`config.mk`:
```
export PLATFORM = sky130hd
export DESIGN_NAME = pwm_duty_ctrl
export DESIGN_NICKNAME = d
export VERILOG_FILES = /design/src/rtl/pwm_duty_ctrl.sv
export SDC_FILE = /design/constraint.sdc
export NUM_CORES = 1
export LEC_CHECK = 0
export ABC_AREA = 1
export CELL_PAD_IN_SITES_DETAIL_PLACEMENT = 2
export CELL_PAD_IN_SITES_GLOBAL_PLACEMENT = 2
export CORE_MARGIN = 3
export CORE_UTILIZATION = 40
export DETAILED_ROUTE_END_ITERATION = 7
export PLACE_DENSITY = 0.9
export SETUP_SLACK_MARGIN = 0.05
export SLEW_MARGIN = 20
export SYNTH_ARGS = -nofsm -noshare
export SYNTH_HDL_FRONTEND = slang
export SYNTH_SLANG_ARGS = --single-unit
```
`constraint.sdc`:
```
create_clock -name clk -period 6.1 [get_ports clk]
set_input_delay 1.22 -clock clk [delete_from_list [all_inputs] [get_ports clk]]
set_output_delay 1.22 -clock clk [all_outputs]
set_load 0.005 [all_outputs]
```
`src/rtl/pwm_duty_ctrl.sv`:
```
`default_nettype none
// ============================================================================
// pwm_duty_ctrl : debounced up/down duty step (0..10) driving PWM and HEX codes
// Revision 1.0
// ============================================================================
module pwm_duty_ctrl #(
    parameter int PRESCALE        = 500,
    parameter int PWM_STEPS       = 100,
    parameter int DEBOUNCE_CYCLES = 1000000,
    parameter int INIT_STEP       = 0
) (
    input  logic       clk,
    input  logic       rst_n,
    input  logic       btn_up_n,
    input  logic       btn_down_n,
    output logic       pwm_out,
    output logic [3:0] digit0,
    output logic [3:0] digit1,
    output logic [3:0] digit2,
    output logic [3:0] duty_step
);

    localparam int               c_pre_w     = (PRESCALE > 1) ? $clog2(PRESCALE) : 1;
    localparam int               c_db_w      = $clog2(DEBOUNCE_CYCLES);
    localparam logic [c_pre_w-1:0] c_pre_last = c_pre_w'(PRESCALE - 1);
    localparam logic [c_db_w-1:0]  c_db_last  = c_db_w'(DEBOUNCE_CYCLES - 1);
    localparam logic [6:0]       c_pwm_last  = 7'(PWM_STEPS - 1);
    localparam logic [3:0]       c_max_step  = 4'd10;
    localparam logic [3:0]       c_init_step = 4'(INIT_STEP);

    logic [1:0] w_btn_raw;
    logic [1:0] w_press;

    assign w_btn_raw = {btn_down_n, btn_up_n};

    // Bit 0 is the up button, bit 1 the down button.
    for (genvar gi = 0; gi < 2; gi++) begin : g_btn
        logic              sync1_q, sync1_d;
        logic              sync2_q, sync2_d;
        logic              level_q, level_d;
        logic              press_q, press_d;
        logic [c_db_w-1:0] cnt_q, cnt_d;

        always_comb begin
            sync1_d = w_btn_raw[gi];
            sync2_d = sync1_q;
            level_d = level_q;
            cnt_d   = '0;
            if (sync2_q != level_q) begin
                if (cnt_q == c_db_last) begin
                    level_d = sync2_q;
                end else begin
                    cnt_d = cnt_q + 1'b1;
                end
            end
            press_d = level_q & ~level_d;
        end

        always_ff @(posedge clk or negedge rst_n) begin
            if (!rst_n) begin
                sync1_q <= 1'b1;
                sync2_q <= 1'b1;
                level_q <= 1'b1;
                press_q <= 1'b0;
                cnt_q   <= '0;
            end else begin
                sync1_q <= sync1_d;
                sync2_q <= sync2_d;
                level_q <= level_d;
                press_q <= press_d;
                cnt_q   <= cnt_d;
            end
        end

        assign w_press[gi] = press_q;
    end

    logic [3:0]         step_q, step_d;
    logic [3:0]         active_step_q, active_step_d;
    logic [c_pre_w-1:0] pre_cnt_q, pre_cnt_d;
    logic [6:0]         pwm_cnt_q, pwm_cnt_d;
    logic               pwm_out_q, pwm_out_d;
    logic               w_tick;
    logic               w_wrap;
    logic [6:0]         w_thresh;

    always_comb begin
        step_d = step_q;
        case (w_press)
            2'b01:   if (step_q != c_max_step) step_d = step_q + 4'd1;
            2'b10:   if (step_q != 4'd0)       step_d = step_q - 4'd1;
            default: step_d = step_q;
        endcase
    end

    assign w_tick = (pre_cnt_q == c_pre_last);
    assign w_wrap = w_tick && (pwm_cnt_q == c_pwm_last);

    // Output is computed from next-state values so pwm_out lines up with pwm_cnt_q.
    always_comb begin
        pre_cnt_d     = w_tick ? '0 : pre_cnt_q + 1'b1;
        pwm_cnt_d     = pwm_cnt_q;
        active_step_d = active_step_q;
        if (w_tick) begin
            pwm_cnt_d = w_wrap ? 7'd0 : pwm_cnt_q + 7'd1;
        end
        if (w_wrap) begin
            active_step_d = step_q;
        end
        w_thresh  = {3'b000, active_step_d} * 7'd10;
        pwm_out_d = (pwm_cnt_d < w_thresh);
    end

    always_ff @(posedge clk or negedge rst_n) begin
        if (!rst_n) begin
            step_q        <= c_init_step;
            active_step_q <= c_init_step;
            pre_cnt_q     <= '0;
            pwm_cnt_q     <= '0;
            pwm_out_q     <= 1'b0;
        end else begin
            step_q        <= step_d;
            active_step_q <= active_step_d;
            pre_cnt_q     <= pre_cnt_d;
            pwm_cnt_q     <= pwm_cnt_d;
            pwm_out_q     <= pwm_out_d;
        end
    end

    assign pwm_out   = pwm_out_q;
    assign digit0    = step_q;
    assign digit1    = step_q;
    assign digit2    = step_q;
    assign duty_step = step_q;

endmodule
`default_nettype wire

```
Word level (Yosys, flattened, before mapping) --
Cells that the tools add are included.
Cells by class: $add $sub $neg 6, multiply operators 1, order comparisons 1, equality and inequality tests 11, multiplexer cells 15, bitwise logic cells 4, reductions and logical operators 4
Operator list (count):
- $mux 20 | 4
- $add 20x1->20 const B | 2
- $eq 20x20->1 const B | 2
- $mux 7 | 2
- $mux 4 | 3
- $add 9x1->9 const B | 1
- $eq 9x9->1 const B | 1
- $mux 9 | 1
- $pmux 4 s2 | 1
- $add 7x1->7 const B | 1
- $eq 7x7->1 const B | 1
- $lt 7x7->1 | 1
- $mul 4x3->6 const B | 1
- $add 4x1->4 const B | 1
- $mux 1 | 4
- $ne 2x2->1 const B | 2
- $ne 4x4->1 const B | 1
- $reduce_bool 4->1 | 1
- $sub 4x1->4 const B | 1
- $reduce_and 3->1 | 1
- $and 1x1->1 | 2
- $eq 2x1->1 const B | 1
- $eq 2x2->1 const B | 1
- $ne 1x1->1 | 2
- 3 further kinds | 4
Storage, ports and cells: register bits 73, input port bits 4, output and inout bits 17, logic and storage cells 57

Depth between registers and ports, before layout --
Gate-level depths: netlist of the first run.
depth in word-level cells 5, mapped depth 18, depth with buffers taken out 18

Worst setup path before layout of the first run --
Ideal clock, no wire load.
path type flip-flop to flip-flop, from reg pre_cnt_q[0], to reg pwm_out_q, in the netlist pwm_out, library setup time 0.077 ns, arrival time 2.812 ns, required time 6.023 ns, setup slack 3.211 ns, cell stages (with the launch flop) 18, buffers on the path 0, clock period less this slack 2.889 ns, cell sequence dfrtp_1 ha_1 nand2_1 inv_1 nand2_1 nor2_4 nand2_4 nand2_1 o21ai_0 ha_1 ha_1 inv_1 fa_1 xor2_1 ha_1 a21oi_1 o21ai_0 a21oi_1
On the way: longest elaborated chain between the ends 5, elaborated cells between the ends (all ways) 7, those cells by class mul: 1; order compare: 1; eq/ne: 1; mux: 3; reduce/logical: 1
Ends and longest elaborated chain:
- from (decl) | RTL line 80 | logic [c_pre_w-1:0] pre_cnt_q, pre_cnt_d;
- from (signal assigned) | RTL line 124 | pre_cnt_q <= pre_cnt_d;
- $eq 9x9->1 | RTL line 96 | assign w_tick = (pre_cnt_q == c_pre_last);
- $logic_and 1x1->1 | RTL line 97 | assign w_wrap = w_tick && (pwm_cnt_q == c_pwm_last);
- $mux 4 | RTL line 107 | if (w_wrap) begin
- named net active_step_d[1] | RTL line 79 | logic [3:0] active_step_q, active_step_d;
- $mul 4x3->6 | RTL line 110 | w_thresh = {3'b000, active_step_d} * 7'd10;
- $lt 7x7->1 | RTL line 111 | pwm_out_d = (pwm_cnt_d < w_thresh);
- named net pwm_out_d | RTL line 82 | logic pwm_out_q, pwm_out_d;
- to (signal assigned) | RTL line 126 | pwm_out_q <= pwm_out_d;
- to (decl) | RTL line 82
The timed path passes the listed nets, and every way through them passes these cells. A chain may end at the register's enable or synchronous reset.

Worst setup path in the final report of the first run --
Ends and elaborated chain as after synthesis.

==> impl_metrics.ini, run 1 <==
[outcome]
status = complete, no violations

[timing]
rsz0062_at_grt = false
fin_ws_ps = 2570
finalSetupViolCount = 0
slew_violations = 0
post-route-period-util_pct = 57.8
slew_headroom_pct = 35.6
fin_crit_ps = 3530
max_freq_ghz = 0.284
fin_setup_tns_ps = 0
hold_slack_ps = 367
hold_viol_final = 0
skew_ps = 11.1
worst_pin_slew_ps = 966

[min_path]
min_from = g_btn[0].sync1_q
hold_path_class = reg -> reg

[global_route]
grt_max_degree = 74
antenna_found_initial = 0
grt.total_usage_pct = 22.3
grt_pass1_vias = 3691
overflow = 0
grt_pass1_wl_um = 19500

[power_and_ir_drop]
p_per_area_nw_per_um2 = 213
p_seq_share_pct = 52.7
swShare_pct = 23.5
p_clk_share_pct = 44.5
leakagePower_nw = 2.02
combPwrFrac_pct = 2.8
total_power_mw = 0.938
intPower_mw = 0.718
peakVddDrop_mv = 0.119
power.net_switching_mw = 0.221

[layout]
fillers = 1056
multi_input_area_um2 = 1740
nNetsFinal = 487
seq_area_um2 = 1830
syn_to_final_growth_pct = 12.0
n_antenna_cell = 0
drive_above_1_share_pct = 12.5

[setup_path]
crit_buf_inv = 2
r2r_start = pre_cnt_q[0]
crit_chain = ha_1 -> nand2_1 -> inv_1 -> nand2_1 -> nor2_4 -> nand2_4 -> o21ai_0 -> ha_1 -> ha_1 -> inv_1 -> fa_1 -> xor2_1 -> ha_1 -> a21oi_1 -> o21ai_0 -> a21oi_1
critPathLaunch = pre_cnt_q[0]
startpoint_type = register
cp_top_family = adder cells
cp_data_required_time_ps = 6380
slowest_stage = o21ai_0
worstPathArrival_ps = 3800
slowest_delay_ps = 480
cp_max_fo = 9
path_class = reg -> reg
worstSetupEndpointType = register
crit_top_cell = ha_1

[clocking]
htree_levels = 3
holdBufCountCts = 0
cts_tree = done
post_cts_buffers = 0
cts-buffers-inserted = 9
cts_resized = 0
cts_sinks = 73
cts_root_buf = clkbuf_8
clkTransAtPathRegs_ps = 90
clkLatencyLatePin_ps = 350
clockBufferDepth = 2

[yosys]
postSynthAreaPerCell_um2 = 8.75
synth_top_area_share_pct = 42.6
yosysSeqAreaShare_pct = 46.6
syn_area_um2 = 3940
yosys_warnings = 0
syn-num-nets = 470
ys_async_sr_fraction_pct = 100
synth_area_leaders = dfrtp_1 43%, inv_1 6.5%, nor2_1 5.7%, nand2_1 5.6%, ha_1 4.4%
ys_ff_latch = 73
synth_top_flop_cell = dfrtp_1
synth_cell_types = 36
yosysTopAreaCell = dfrtp_1
synthCells = 450
synth_edf_count = 0

[floorplan]
io_pins = 21
fp.dieW_um = 105
dieArea_um2 = 11100
core_um2 = 9420
die_y_um = 105
rows = 35
start_util_pct = 41.8

[route]
drt-initial-drc-count = 144
antenna_left = 0
remaining_drc_errors = 0
wirelength_um = 11300
vias = 3144
wl_per_cell_um = 18.8
vias_per_cell = 5.23
first_pass_iters = 6

[placed_design]
pre_cts_ws_ps = 2700
dp_hpwl_um = 7730
gp_congestion = 0.733
numPortBuffers = 20

[job]
cap_violations = 0
==> cells in the mapped netlist (4+ instances only) <==
library cell	count
a21oi_1	26
buf_4	13
dfrtp_1	67
dfstp_2	6
ha_1	14
inv_1	68
nand2_1	59
nand2_2	5
nand3_1	22
nand3_2	4
nand4_1	8
nor2_1	60
nor2_2	6
nor3_1	14
nor3_4	5
o21ai_0	21
xnor2_1	9
xor2_1	14
==> kinds of logic (layout without fill, tap and decap cells) <==
kind of cell,Yosys count,in the layout,synth area share [%]
adder cells (fa/ha/maj),16,16,5.46
multiplexers,2,2,0.667
AO/OA/AOI/OAI,55,55,7.50
XOR/XNOR,23,23,5.11
flip-flops,73,73,46.6
AND/OR/NAND/NOR,198,198,25.5
buffers and inverters,83,105,9.15
==> final timing paths <==
kind	slack [ps]	cells past startpoint	endpoint
max in group asynchronous	4460	1	g_btn[0].cnt_q[13]
min reg2reg	370	0	g_btn[0].sync2_q
min in group asynchronous	1020	1	pre_cnt_q[7]
max reg2reg	2570	16	pwm_out
max	2570	16	pwm_out
min	370	0	g_btn[0].sync2_q
==> cell usage in the layout (no fill, tap or decap), drive strengths merged <==
cell type,instances
inv,69
nor2,69
dfrtp,67
nand2,67
a21oi,27
nand3,26
o21ai,25
clkdlybuf4s50,19
nor3,19
xor2,14
ha,14
clkbuf,12
xnor2,9
nand4,9
dfstp,6
nor3b,3
and3,2
a31oi,2
nor4,2
fa,2
clkinvlp,2
mux2,2
or2,1
o21a,1
clkinv,1
bufinv,1
buf,1
==> power groups by stage <==
stage          Combinational [mW]  Clock (mW)  Sequential [mW]
5_1_grt                    0.0309       0.448            0.495
2_1_floorplan              0.0111           0            0.502
6_report                   0.0261       0.418            0.494
4_1_cts                    0.0275       0.426            0.494
3_5_place_dp               0.0269           0            0.504
3_3_place_gp               0.0251           0            0.503
==> worst reg2reg max path, delay by kind of cell, from the launching register on <==
family	cells	cell delay [ps]
compound gates	4	880
flops	1	380
xor+xnor	1	190
fa+ha+maj	5	1350
buf+inv	2	130
simple gates	4	540
==> registers in the layout, indices dropped and copies added, names as in the netlist <==
name / count
g_btn.cnt_q: 40
pre_cnt_q: 9
pwm_cnt_q: 7
active_step_q: 4
digit0: 4
g_btn.level_q: 2
g_btn.press_q: 2
g_btn.sync1_q: 2
g_btn.sync2_q: 2
pwm_out: 1
==> through the flow <==
step | util (%) | cell area, µm² | instances
3_5_place_dp | 44.6 | 4200 | 585
5_1_grt | 46.9 | 4410 | 601
2_1_floorplan | - | 3940 | 450
6_report | 46.9 | 4410 | 601
4_1_cts | 46.9 | 4410 | 601
3_3_place_gp | 44.6 | 4200 | 585
==> layer usage <==
layer  vias to the layer above  wire length [µm]  global-route usage, %
met1                      1614              4630                   25.2
met5                         -                 0                      0
met2                        44              6190                   42.2
met4                         0               273                   8.06
met3                        21               230                   3.25
li1                       1465                 -                      -
==> cell type report <==
type | count | area share (%)
inverters | 69 | 5.87
clock buffers | 12 | 3.74
clock inverters | 4 | 1.13
repair buffers | 20 | 4.48
flip-flops and latches | 73 | 41.6
multi-input cells | 294 | 39.5
well taps | 129 | 3.66
No activity file was read; power rests on OpenSTA's default activity.
==> run 2: changes to the inputs <==
CORE_UTILIZATION = 37   (was 40)
PLACE_DENSITY = 0.85   (was 0.9)
clock period = 3.6 ns   (was 6.1 ns; I/O delays follow)
==> impl_metrics.ini, run 2 (synthesis gave the netlist of run 1 again) <==
[outcome]
status = complete, no violations

[timing]
post-route-period-util_pct = 90.4
fin_setup_tns_ps = 0
rsz0062_at_grt = false
slew_headroom_pct = 35.1
slew_violations = 0
fin_crit_ps = 3250
skew_ps = 10.2
max_freq_ghz = 0.307
finalSetupViolCount = 0
hold_viol_final = 0
worst_pin_slew_ps = 973
hold_slack_ps = 366

[route]
wl_per_cell_um = 16.9
first_pass_iters = 4
remaining_drc_errors = 0
antenna_left = 0
vias = 3058
vias_per_cell = 5.00
wirelength_um = 10300
drt-initial-drc-count = 70

[floorplan]
die_y_um = 109
fp.dieW_um = 109
start_util_pct = 38.2
dieArea_um2 = 11900
io_pins = 21
core_um2 = 10300
rows = 37

[global_route]
grt_pass1_wl_um = 16900
grt_pass1_vias = 3383
grt_max_degree = 74
antenna_found_initial = 0
grt.total_usage_pct = 18.4
overflow = 0

[layout]
top_register = g_btn.cnt_q
final_cells = 612
layout.cells.most_common = inv_1
final_cell_mix = 68 x inv_1, 67 x dfrtp_1, 60 x nor2_1, 59 x nand2_1, 26 x a21oi_1
largest_reg_flops = 40
nNetsFinal = 491
drive_above_1_share_pct = 13.2
reg_top3 = g_btn.cnt_q: 40 flops, pre_cnt_q: 9 flops, pwm_cnt_q: 7 flops
n_antenna_cell = 0
syn_to_final_growth_pct = 14.3

[setup_path]
crit_chain = ha_1 -> nand2_1 -> inv_1 -> nand2_1 -> nor2_4 -> nand2_4 -> nand2_1 -> o21ai_1 -> ha_1 -> ha_1 -> inv_1 -> fa_1 -> xor2_1 -> ha_1 -> a21oi_1 -> o21ai_0 -> a21oi_1
worstSetupEndpointType = register
slowest_delay_ps = 400
slowest_stage = fa_1
startpoint_type = register
cp_data_required_time_ps = 3890
crit_top_cell = ha_1
path_class = reg -> reg
cp_max_fo = 9
worstPathArrival_ps = 3550

[placed_design]
gp_congestion = 0.761
numPortBuffers = 20
post-place-cells = 592
dp_hpwl_um = 7080

[power_and_ir_drop]
peakVddDrop_mv = 0.150
leakagePower_nw = 2.07
p_per_area_nw_per_um2 = 389

[clocking]
cts-buffers-inserted = 9
cts_sinks = 73
clockBufferDepth = 2
clkTransAtPathRegs_ps = 90
cts_root_buf = clkbuf_8
clkLatencyLatePin_ps = 360
cts_tree = done
htree_levels = 3
holdBufCountCts = 0

[min_path]
hold_path_class = reg -> reg

[job]
cap_violations = 0
run 2: cell types whose count changed in the layout (fill, tap and decap cells not counted), moves of 2 or more:
cell | before | now
clkinvlp_4 | 2 | 0
clkinv_4 | 0 | 2
bufinv_16 | 1 | 4
buf_4 | 1 | 5
clkbuf_8 | 12 | 9
run 2: final timing paths:
check	from	end	slack (ps)	cells after the start
setup / recovery	pre_cnt_q[0]	pwm_out	350	17
hold / removal	g_btn[1].sync1_q	g_btn[1].sync2_q	370	0
setup reg to reg	pre_cnt_q[0]	pwm_out	350	17
hold reg to reg	g_btn[1].sync1_q	g_btn[1].sync2_q	370	0
max in group asynchronous	rst_n	g_btn[1].cnt_q[17]	2460	1
min in group asynchronous	rst_n	pre_cnt_q[7]	500	1
run 2: what timing repair did:
action                                  in CTS  in global routing
endpoints found under the setup margin       0                  1
setup buffers                                0                  4
gates resized for setup                      0                  1
hold endpoints to repair                     0                  0
run 2: layout make-up:
type | count | area, µm²
well taps | 136 | 170
multi-input cells | 294 | 1740
clock buffers | 9 | 124
fillers | 1154 | 5820
flip-flops and latches | 73 | 1830
repair buffers | 24 | 228
inverters | 69 | 259
clock inverters | 7 | 143
run 2: report_power, final:
group | total, mW | switching (mW) | internal [mW]
clock | 0.871 | 0.339 | 0.532
sequential | 0.837 | 0.00818 | 0.829
combinational | 0.0437 | 0.0329 | 0.0107
run 2: per-layer routing:
| layer | global-route usage [%] | up-vias | share of wire, % | wire (µm) |
|---|---|---|---|---|
| li1 | - | 1469 | - | - |
| met1 | 22.3 | 1548 | 43 | 4400 |
| met2 | 33.1 | 28 | 54 | 5530 |
| met3 | 2.66 | 13 | 1.9 | 197 |
| met4 | 6.32 | 0 | 1.8 | 189 |
| met5 | 0 | - | 0 | 0 |
run 2: worst max-delay path, delay by kind of cell (launching register included):
family	cells	cell delay, ps
adders and majority gates	5	1400
and+or+nand+nor	5	590
AOI/OAI and AO/OA	4	480
DFF	1	380
xor gates and xnor gates	1	170
buffers and inverters	2	160
run 2: metrics by stage:
step / setup WS (ps) / utilization (%) / cell area [µm²] / power [mW]
after detailed placement: 296 / 40.7 / 4210 / 0.899
final: 347 / 43.6 / 4500 / 1.75
after global placement: 556 / 40.7 / 4210 / 0.895
after global routing: 75.5 / 43.6 / 4500 / 1.82
after CTS: 172 / 43.3 / 4470 / 1.78
after floorplan: 711 / - / 3940 / 0.869
